File: config.mk
export PLATFORM = sky130hd
export DESIGN_NAME = ssd_score_display
export DESIGN_NICKNAME = d
export VERILOG_FILES = /design/src/rtl/ssd_score_display.sv
export SDC_FILE = /design/constraint.sdc
export NUM_CORES = 1
export LEC_CHECK = 0
export CORE_ASPECT_RATIO = 2
export CORE_MARGIN = 1
export CORE_UTILIZATION = 40
export CTS_BUF_LIST = sky130_fd_sc_hd__clkbuf_2
export DETAILED_ROUTE_END_ITERATION = 7
export DONT_BUFFER_PORTS = 1
export PLACE_DENSITY = 0.64
export SLEW_MARGIN = 5
export SYNTH_ARGS = -nofsm -noshare
export SYNTH_HDL_FRONTEND = slang
export SYNTH_SLANG_ARGS = --single-unit
File: constraint.sdc
create_clock -name board_clk -period 1.85 [get_ports board_clk]
set_clock_uncertainty 0.05 [all_clocks]
set_input_delay 0.2775 -clock board_clk [delete_from_list [all_inputs] [get_ports board_clk]]
set_output_delay 0.2775 -clock board_clk [all_outputs]
set_load 0.02 [all_outputs]
File: src/rtl/ssd_score_display.sv
// Multi-digit seven-segment score display: sequential double-dabble conversion plus digit scan.
// Optional build macro SSD_LZ_BLANK_EN blanks leading zeros.
module ssd_score_display #(
  parameter int BIN_W     = 8,
  parameter int DIGITS    = 3,
  parameter int NUM_AN    = 8,
  parameter int REFRESH_W = 18
) (
  input  logic              board_clk,
  input  logic              reset,
  input  logic [BIN_W-1:0]  value,
  input  logic              update,
  output logic [NUM_AN-1:0] an,
  output logic [7:0]        seg,
  output logic              busy,
  output logic              ovf
);

  localparam int BCD_W = 4 * DIGITS;
  localparam int CNT_W = $clog2(BIN_W + 1);
  localparam int IDX_W = (DIGITS > 1) ? $clog2(DIGITS) : 1;

  localparam logic [1:0] IDLE  = 2'd0;
  localparam logic [1:0] SHIFT = 2'd1;
  localparam logic [1:0] DONE  = 2'd2;

  logic [1:0]           state;
  logic                 pending;
  logic [CNT_W-1:0]     count;
  logic [BIN_W-1:0]     bin_sr;
  logic [BCD_W-1:0]     bcd_sr;
  logic [BCD_W-1:0]     bcd_adj;
  logic                 ovf_int;
  logic [BCD_W-1:0]     digits_q;
  logic [REFRESH_W-1:0] prescaler;
  logic [IDX_W-1:0]     idx;
  logic [3:0]           cur_digit;
  logic                 cur_blank;
  logic [7:0]           seg_next;
`ifdef SSD_LZ_BLANK_EN
  logic [DIGITS-1:0]    lz_mask;
  logic [DIGITS-1:0]    lz_next;
`endif

  function automatic logic [7:0] encode(input logic [3:0] d);
    case (d)
      4'd0:    encode = 8'h03;
      4'd1:    encode = 8'h9F;
      4'd2:    encode = 8'h25;
      4'd3:    encode = 8'h0D;
      4'd4:    encode = 8'h99;
      4'd5:    encode = 8'h49;
      4'd6:    encode = 8'h41;
      4'd7:    encode = 8'h1F;
      4'd8:    encode = 8'h01;
      4'd9:    encode = 8'h09;
      default: encode = 8'hFF;
    endcase
  endfunction

  always_comb begin
    bcd_adj = bcd_sr;
    for (int k = 0; k < DIGITS; k++) begin
      if (bcd_sr[4*k +: 4] >= 4'd5) bcd_adj[4*k +: 4] = bcd_sr[4*k +: 4] + 4'd3;
    end
  end

`ifdef SSD_LZ_BLANK_EN
  // Digit k is a leading zero when it and every higher digit are zero; digit 0 never blanks.
  always_comb begin
    logic zero_run;
    zero_run = 1'b1;
    lz_next  = '0;
    for (int k = DIGITS - 1; k >= 0; k--) begin
      zero_run   = zero_run & (bcd_sr[4*k +: 4] == 4'd0);
      lz_next[k] = zero_run & (k != 0);
    end
  end
`endif

  // Control: requests are captured into pending and consumed on the next IDLE cycle.
  always_ff @(posedge board_clk or posedge reset) begin
    if (reset) begin
      state    <= IDLE;
      pending  <= 1'b0;
      digits_q <= '0;
      ovf      <= 1'b0;
`ifdef SSD_LZ_BLANK_EN
      lz_mask  <= '0;
`endif
    end else begin
      pending <= (state == IDLE) ? update : (pending | update);
      case (state)
        IDLE:    if (pending) state <= SHIFT;
        SHIFT:   if (count == CNT_W'(1)) state <= DONE;
        DONE: begin
          digits_q <= bcd_sr;
          ovf      <= ovf_int;
`ifdef SSD_LZ_BLANK_EN
          lz_mask  <= lz_next;
`endif
          state    <= IDLE;
        end
        default: state <= IDLE;
      endcase
    end
  end

  // Conversion datapath: only meaningful once loaded from IDLE, so it carries no reset.
  always_ff @(posedge board_clk) begin
    if (state == IDLE && pending) begin
      bin_sr  <= value;
      bcd_sr  <= '0;
      ovf_int <= 1'b0;
      count   <= CNT_W'(BIN_W);
    end else if (state == SHIFT) begin
      {bcd_sr, bin_sr} <= {bcd_adj, bin_sr} << 1;
      ovf_int          <= ovf_int | bcd_adj[BCD_W-1];
      count            <= count - CNT_W'(1);
    end
  end

  assign busy = (state == SHIFT) || (state == DONE);

  always_comb begin
    cur_digit = '0;
    cur_blank = 1'b0;
    for (int k = 0; k < DIGITS; k++) begin
      if (idx == IDX_W'(k)) begin
        cur_digit = digits_q[4*k +: 4];
`ifdef SSD_LZ_BLANK_EN
        cur_blank = lz_mask[k];
`endif
      end
    end
    seg_next = cur_blank ? 8'hFF : encode(cur_digit);
    if (ovf) seg_next = 8'hFD;
  end

  // Scan: anode and cathode pattern register together so they switch on the same edge.
  always_ff @(posedge board_clk or posedge reset) begin
    if (reset) begin
      prescaler <= '0;
      idx       <= '0;
      an        <= '1;
      seg       <= 8'hFF;
    end else begin
      prescaler <= prescaler + REFRESH_W'(1);
      if (&prescaler) idx <= (idx == IDX_W'(DIGITS - 1)) ? '0 : idx + IDX_W'(1);
      an        <= ~(NUM_AN'(1) << idx);
      seg       <= seg_next;
    end
  end

endmodule

==> results of run 1 <==
[cell families after synthesis]
| group | synth area share, % |
|---|---|
| xor+xnor | 6.30 |
| simple gates | 12.3 |
| buf+inv | 4.71 |
| fa+ha+maj | 6.48 |
| compound gates | 9.46 |
| other cells | 0.108 |
| flops | 50.9 |
| mux | 9.72 |
[timing repair]
action                     in CTS  in global routing
hold buffers                   10                  0
resized for setup               0                  2
setup endpoints to repair       0                  2
setup buffers                   0                  0
hold endpoints to repair       45                  0
[routing by layer]
metal	GRT usage [%]	share of wire, %
met1	14.9	38
met2	27.3	57
met3	4.08	2.7
met4	6.94	2.5
met5	0	0
[state kept, by name, summed over array words and instances, names as in the netlist]
register and count:
prescaler 18, bcd_sr 12, digits_q 12, bin_sr 8, seg 7, an 4
count 4, idx 2, state 2, ovf 1, ovf_int 1, pending 1
[final timing paths]
kind                                   start      endpoint  slack (ns)
worst min register to register  prescaler[0]  prescaler[0]        0.43
worst max-delay path                  idx[0]        seg[4]        0.11
max in group asynchronous              reset         an[3]        0.98
min in group board_clk                update       pending        0.33
worst min-delay path                   reset  prescaler[5]        0.12
worst max register to register        idx[0]        seg[4]        0.11
[cell usage after synthesis, types with 3 or more instances]
| cell type | n |
|---|---|
| dfrtp_1 | 36 |
| nand2_1 | 24 |
| mux2_2 | 20 |
| xnor2_1 | 20 |
| ha_1 | 18 |
| dfxtp_1 | 17 |
| inv_1 | 16 |
| nor2_1 | 16 |
| a21oi_1 | 14 |
| nand2b_1 | 13 |
| dfstp_2 | 11 |
| nand3_1 | 11 |
| o21ai_0 | 11 |
| mux2i_1 | 9 |
| edfxtp_1 | 8 |
| a21o_1 | 5 |
| buf_2 | 5 |
| buf_4 | 5 |
| xor2_1 | 5 |
| clkbuf_1 | 4 |
| o21ai_1 | 4 |
| nand4_1 | 3 |
| o211ai_1 | 3 |
[critical path: stages, from the launching register on]
cell and delay [ns]:
dfrtp_1 0.45, buf_4 0.16, mux2i_1 0.12, o21ai_2 0.15, inv_2 0.07, ha_1 0.31, mux2i_1 0.13, a21oi_1 0.07
or2_1 0.22
[layout make-up]
type | count | area [sq um] | share of cell area, %
antenna | 1 | 2.50 | 0.0648
multi-input combinational | 207 | 1560 | 40.5
sequential | 72 | 1770 | 45.9
clock buffer | 9 | 45.0 | 1.17
inverter | 16 | 60.1 | 1.56
tap | 98 | 123 | 3.18
timing repair buffer | 25 | 225 | 5.83
clock inverter | 7 | 70.1 | 1.82
[report_power, final]
| part | switching [mW] | internal (mW) | total (mW) |
|---|---|---|---|
| clock network | 0.584 | 0.314 | 0.899 |
| registers | 0.207 | 1.97 | 2.18 |
| logic | 0.831 | 0.739 | 1.57 |
==> results.json, run 1 <==
{
  "status": "complete, no violations",
  "dpl_cell_area_sq_um": 3640,
  "ys_async_sr_fraction_pct": 65.3,
  "crit_path_end_kind": "flop",
  "syn_avg_cell_area_sq_um": 11.3,
  "cp.arrival_ns": 2.20,
  "synth_cell_type_count": 45,
  "fin_crit_sh_pct": 93.9,
  "area_growth_pct": 11.0,
  "antenna_left": 0,
  "grt_start_max_net_pins": 26,
  "required_ns": 2.31,
  "ys_seq_area_share_pct": 50.9,
  "maxCapViolations": 0,
  "fillCellCount": 800,
  "synth.ff_latch_count": 72,
  "synthFlopType": "dfrtp_1",
  "synth_top_area_share_pct": 25.9,
  "grt_antenna_before_repair": 1,
  "period_minus_slack_ns": 1.74,
  "fp.dieArea_sq_um": 9090,
  "grt_pass1_vias": 2251,
  "peakVddDrop_mv": 0.710,
  "p_total_mw": 4.65,
  "insertion_delay_ns": 0.54,
  "cp_max_fo": 4,
  "synth-edff-count": 8,
  "dp_slack_ns": 0.0725,
  "ioPinCount": 29,
  "htreeDepth": 3,
  "synth_area_leader_cell": "dfrtp_1",
  "rr_worst_depth": 8,
  "synth_area_sq_um": 3480,
  "drtIter0Drc": 109,
  "io_buffers": 0,
  "cts_made_buffers": 9,
  "overflow": 0,
  "drc": 0,
  "placed_cells": 408,
  "setup_viol": 0,
  "hold_class": "input port to async pin",
  "whs_ns": 0.124,
  "initial_core_util_pct": 41.6,
  "num_rows": 47,
  "hold_viol": 0,
  "final_common_cell": "dfrtp_1",
  "wl_per_cell_microns": 13.5,
  "final_util_pct": 46.2,
  "rsz0062_at_grt": "false",
  "path_clk_slew_ns": 0.24,
  "viasPerCell": 5.14,
  "leakage_nw": 1.67,
  "place.gp.congestion": 0.837,
  "grt_usage_pct": 15.0,
  "cp-start-kind": "flop",
  "drive_above_1_share_pct": 22.9,
  "core_area_sq_um": 8350,
  "fin_setup_tns_ns": 0,
  "slew_violations": 0,
  "fp.dieH_microns": 134,
  "vias": 2236,
  "finalNonFillerCells": 435,
  "yosys_warnings": 0,
  "fin_nets": 360,
  "synthCells": 308,
  "final_area_sq_um": 3860,
  "first_pass_iters": 5,
  "clock_sinks": 72,
  "netlist_top_cells_area": "dfrtp_1 26%, dfxtp_1 9.8%, dfstp_2 8.3%",
  "dp.final_hpwl_microns": 4360,
  "fin_ws_ns": 0.113,
  "cts_root_buf": "clkbuf_2",
  "clk_path_buf_depth": 2,
  "max_freq_mhz": 576,
  "drt_wl_total_microns": 5890,
  "final_cell_mix": "36 x dfrtp_1, 24 x nand2_1, 20 x mux2_2, 20 x xnor2_1, 18 x ha_1",
  "die_x_microns": 67.9,
  "p_per_area_nw_per_um2": 1200,
  "worst-setup-path-type": "flop to flop",
  "cts_tree": "done",
  "grt_pass1_wl_microns": 10200
}
No activity file was read; power rests on OpenSTA's default activity.
==> run 2: changes to the inputs <==
==> constraint.sdc (replaced) <==
create_clock -name board_clk -period 1.85 [get_ports board_clk]
set_clock_uncertainty 0.05 [all_clocks]
set_input_delay 0.37 -clock board_clk [delete_from_list [all_inputs] [get_ports board_clk]]
set_output_delay 0.37 -clock board_clk [all_outputs]
set_load 0.02 [all_outputs]
==> results.json, run 2 (synthesis results as in run 1) <==
{
  "fin_nets": 362,
  "antenna_left": 0,
  "overflow": 0,
  "fin_ws_ns": 0.0928,
  "fillCellCount": 781,
  "regMostFlops": "prescaler",
  "leakage_nw": 1.68,
  "slew_violations": 0,
  "peakVddDrop_mv": 0.977,
  "largest_reg_flops": 18,
  "first_pass_iters": 4,
  "swShare_pct": 34.8,
  "initial_core_util_pct": 41.6,
  "dp.final_hpwl_microns": 4190,
  "required_ns": 2.28,
  "area_growth_pct": 11.9,
  "insertion_delay_ns": 0.52,
  "grt_antenna_before_repair": 0,
  "worst-setup-path-type": "flop to flop",
  "crit_path_end_kind": "flop",
  "grt_pass1_wl_microns": 10000,
  "cp_max_fo": 3,
  "multi_input_area_sq_um": 1580,
  "max_freq_mhz": 569,
  "p_per_area_nw_per_um2": 1220,
  "cp_common_cell": "buf_4",
  "fin_crit_sh_pct": 95.0,
  "die_x_microns": 67.9,
  "setup_viol": 0,
  "final_cell_mix": "36 x dfrtp_1, 24 x nand2_1, 20 x mux2_2, 20 x xnor2_1, 17 x dfxtp_1",
  "clk_path_buf_depth": 2,
  "drt_wl_total_microns": 5780,
  "grt_pass1_vias": 2216,
  "period_minus_slack_ns": 1.76,
  "p_comb_share_pct": 34.8,
  "seq_power_share_pct": 46.5,
  "hold_class": "input port to async pin",
  "crit_path_cell_trace": "buf_4 > mux2i_2 > o2bb2ai_2 > buf_4 > ha_1 > nand2b_1 > o21ai_1 > a211oi_1",
  "antennaDiodeCount": 0,
  "fin_setup_tns_ns": 0,
  "grt_start_max_net_pins": 48,
  "drc": 0,
  "viasPerCell": 5.03,
  "drtIter0Drc": 77,
  "clock_sinks": 72,
  "net-switching-power_mw": 1.65,
  "htreeDepth": 3,
  "slowest_stage": "dfrtp_1",
  "fp.dieArea_sq_um": 9090,
  "io_buffers": 0,
  "cp.arrival_ns": 2.18,
  "intPower_mw": 3.08,
  "top_regs": "prescaler x18, bcd_sr x12, digits_q x12",
  "fp.dieH_microns": 134,
  "wl_per_cell_microns": 13.2,
  "core_area_sq_um": 8350,
  "hold_viol": 0,
  "drive_above_1_share_pct": 25.1,
  "cp-start-kind": "flop",
  "cts_made_buffers": 9,
  "ioPinCount": 29,
  "seq_area_sq_um": 1770,
  "vias": 2191,
  "maxCapViolations": 0,
  "cts_root_buf": "clkbuf_2",
  "final_common_cell": "dfrtp_1",
  "cts_tree": "done",
  "rsz0062_at_grt": "true",
  "status": "complete, no violations",
  "grt_usage_pct": 14.9,
  "dp_slack_ns": 0.0523,
  "critPathMaxStageDelay_ns": 0.44,
  "path_clk_slew_ns": 0.22,
  "place.gp.congestion": 0.863,
  "clkPwrFrac_pct": 18.7,
  "num_rows": 47
}
run 2: cell count changes in the layout (fill, tap and decap cells not counted), moves of 2 or more:
cell / change
buf_4: +2
ha_1: -2
inv_1: -3
inv_2: +3
run 2: stage by stage:
step	power (mW)	area (sq um)	instances	hold slack, ns	utilization (%)
global route	5.06	3890	436	0.197	46.6
finish	4.73	3890	436	0.245	46.6
floorplan	3.42	3500	312	0.381	-
detailed placement	3.80	3630	407	0.262	43.5
global placement	3.75	3630	407	0.258	43.5
CTS	4.76	3860	433	0.199	46.2
run 2: cell type report:
type	instances	area share (%)
tap	98	3.15
timing repair buffer	27	6.18
multi-input combinational	207	40.7
sequential	72	45.5
inverter	16	1.54
clock inverter	7	1.80
clock buffer	9	1.16
run 2: metal layers:
layer	global-route usage (%)	wire [microns]	part of all wire [%]	vias up
met2	25.3	3170	55	36
met3	4.34	155	2.7	15
met5	0	0	0	-
met1	15.4	2270	39	1055
met4	8.45	185	3.2	0
li1	-	-	-	1085
run 2: timing repair:
action,in CTS,in global routing
endpoints found under the hold margin,56,0
setup endpoints to repair,1,19
buffers inserted,0,3
hold buffers,10,0
pin swaps,0,2
resized for setup,2,7
run 2: worst paths after layout:
kind,depth (start not counted),slack [ns],endpoint,start
worst max register to register,8,0.09,seg[1],idx[0]
max in group asynchronous,3,1.21,an[3],reset
worst max-delay path,8,0.09,seg[1],idx[0]
min in group board_clk,2,0.40,pending,update
worst min-delay path,3,0.25,digits_q[8],reset
worst min register to register,1,0.43,prescaler[0],prescaler[0]
run 2: critical path: cells and delay by family, from the launching register on:
| family | cells | cell delay (ns) |
|---|---|---|
| compound gates | 3 | 0.50 |
| flops | 1 | 0.44 |
| buf+inv | 2 | 0.33 |
| mux | 1 | 0.15 |
| simple gates | 1 | 0.13 |
| fa+ha+maj | 1 | 0.12 |
run 2: power by group through the flow:
stage | registers [mW] | logic [mW] | clock network [mW]
6_report | 2.20 | 1.65 | 0.884
5_1_grt | 2.24 | 1.84 | 0.984
4_1_cts | 2.20 | 1.62 | 0.930
3_5_place_dp | 2.24 | 1.56 | 0
3_3_place_gp | 2.22 | 1.53 | 0
2_1_floorplan | 2.17 | 1.25 | 0
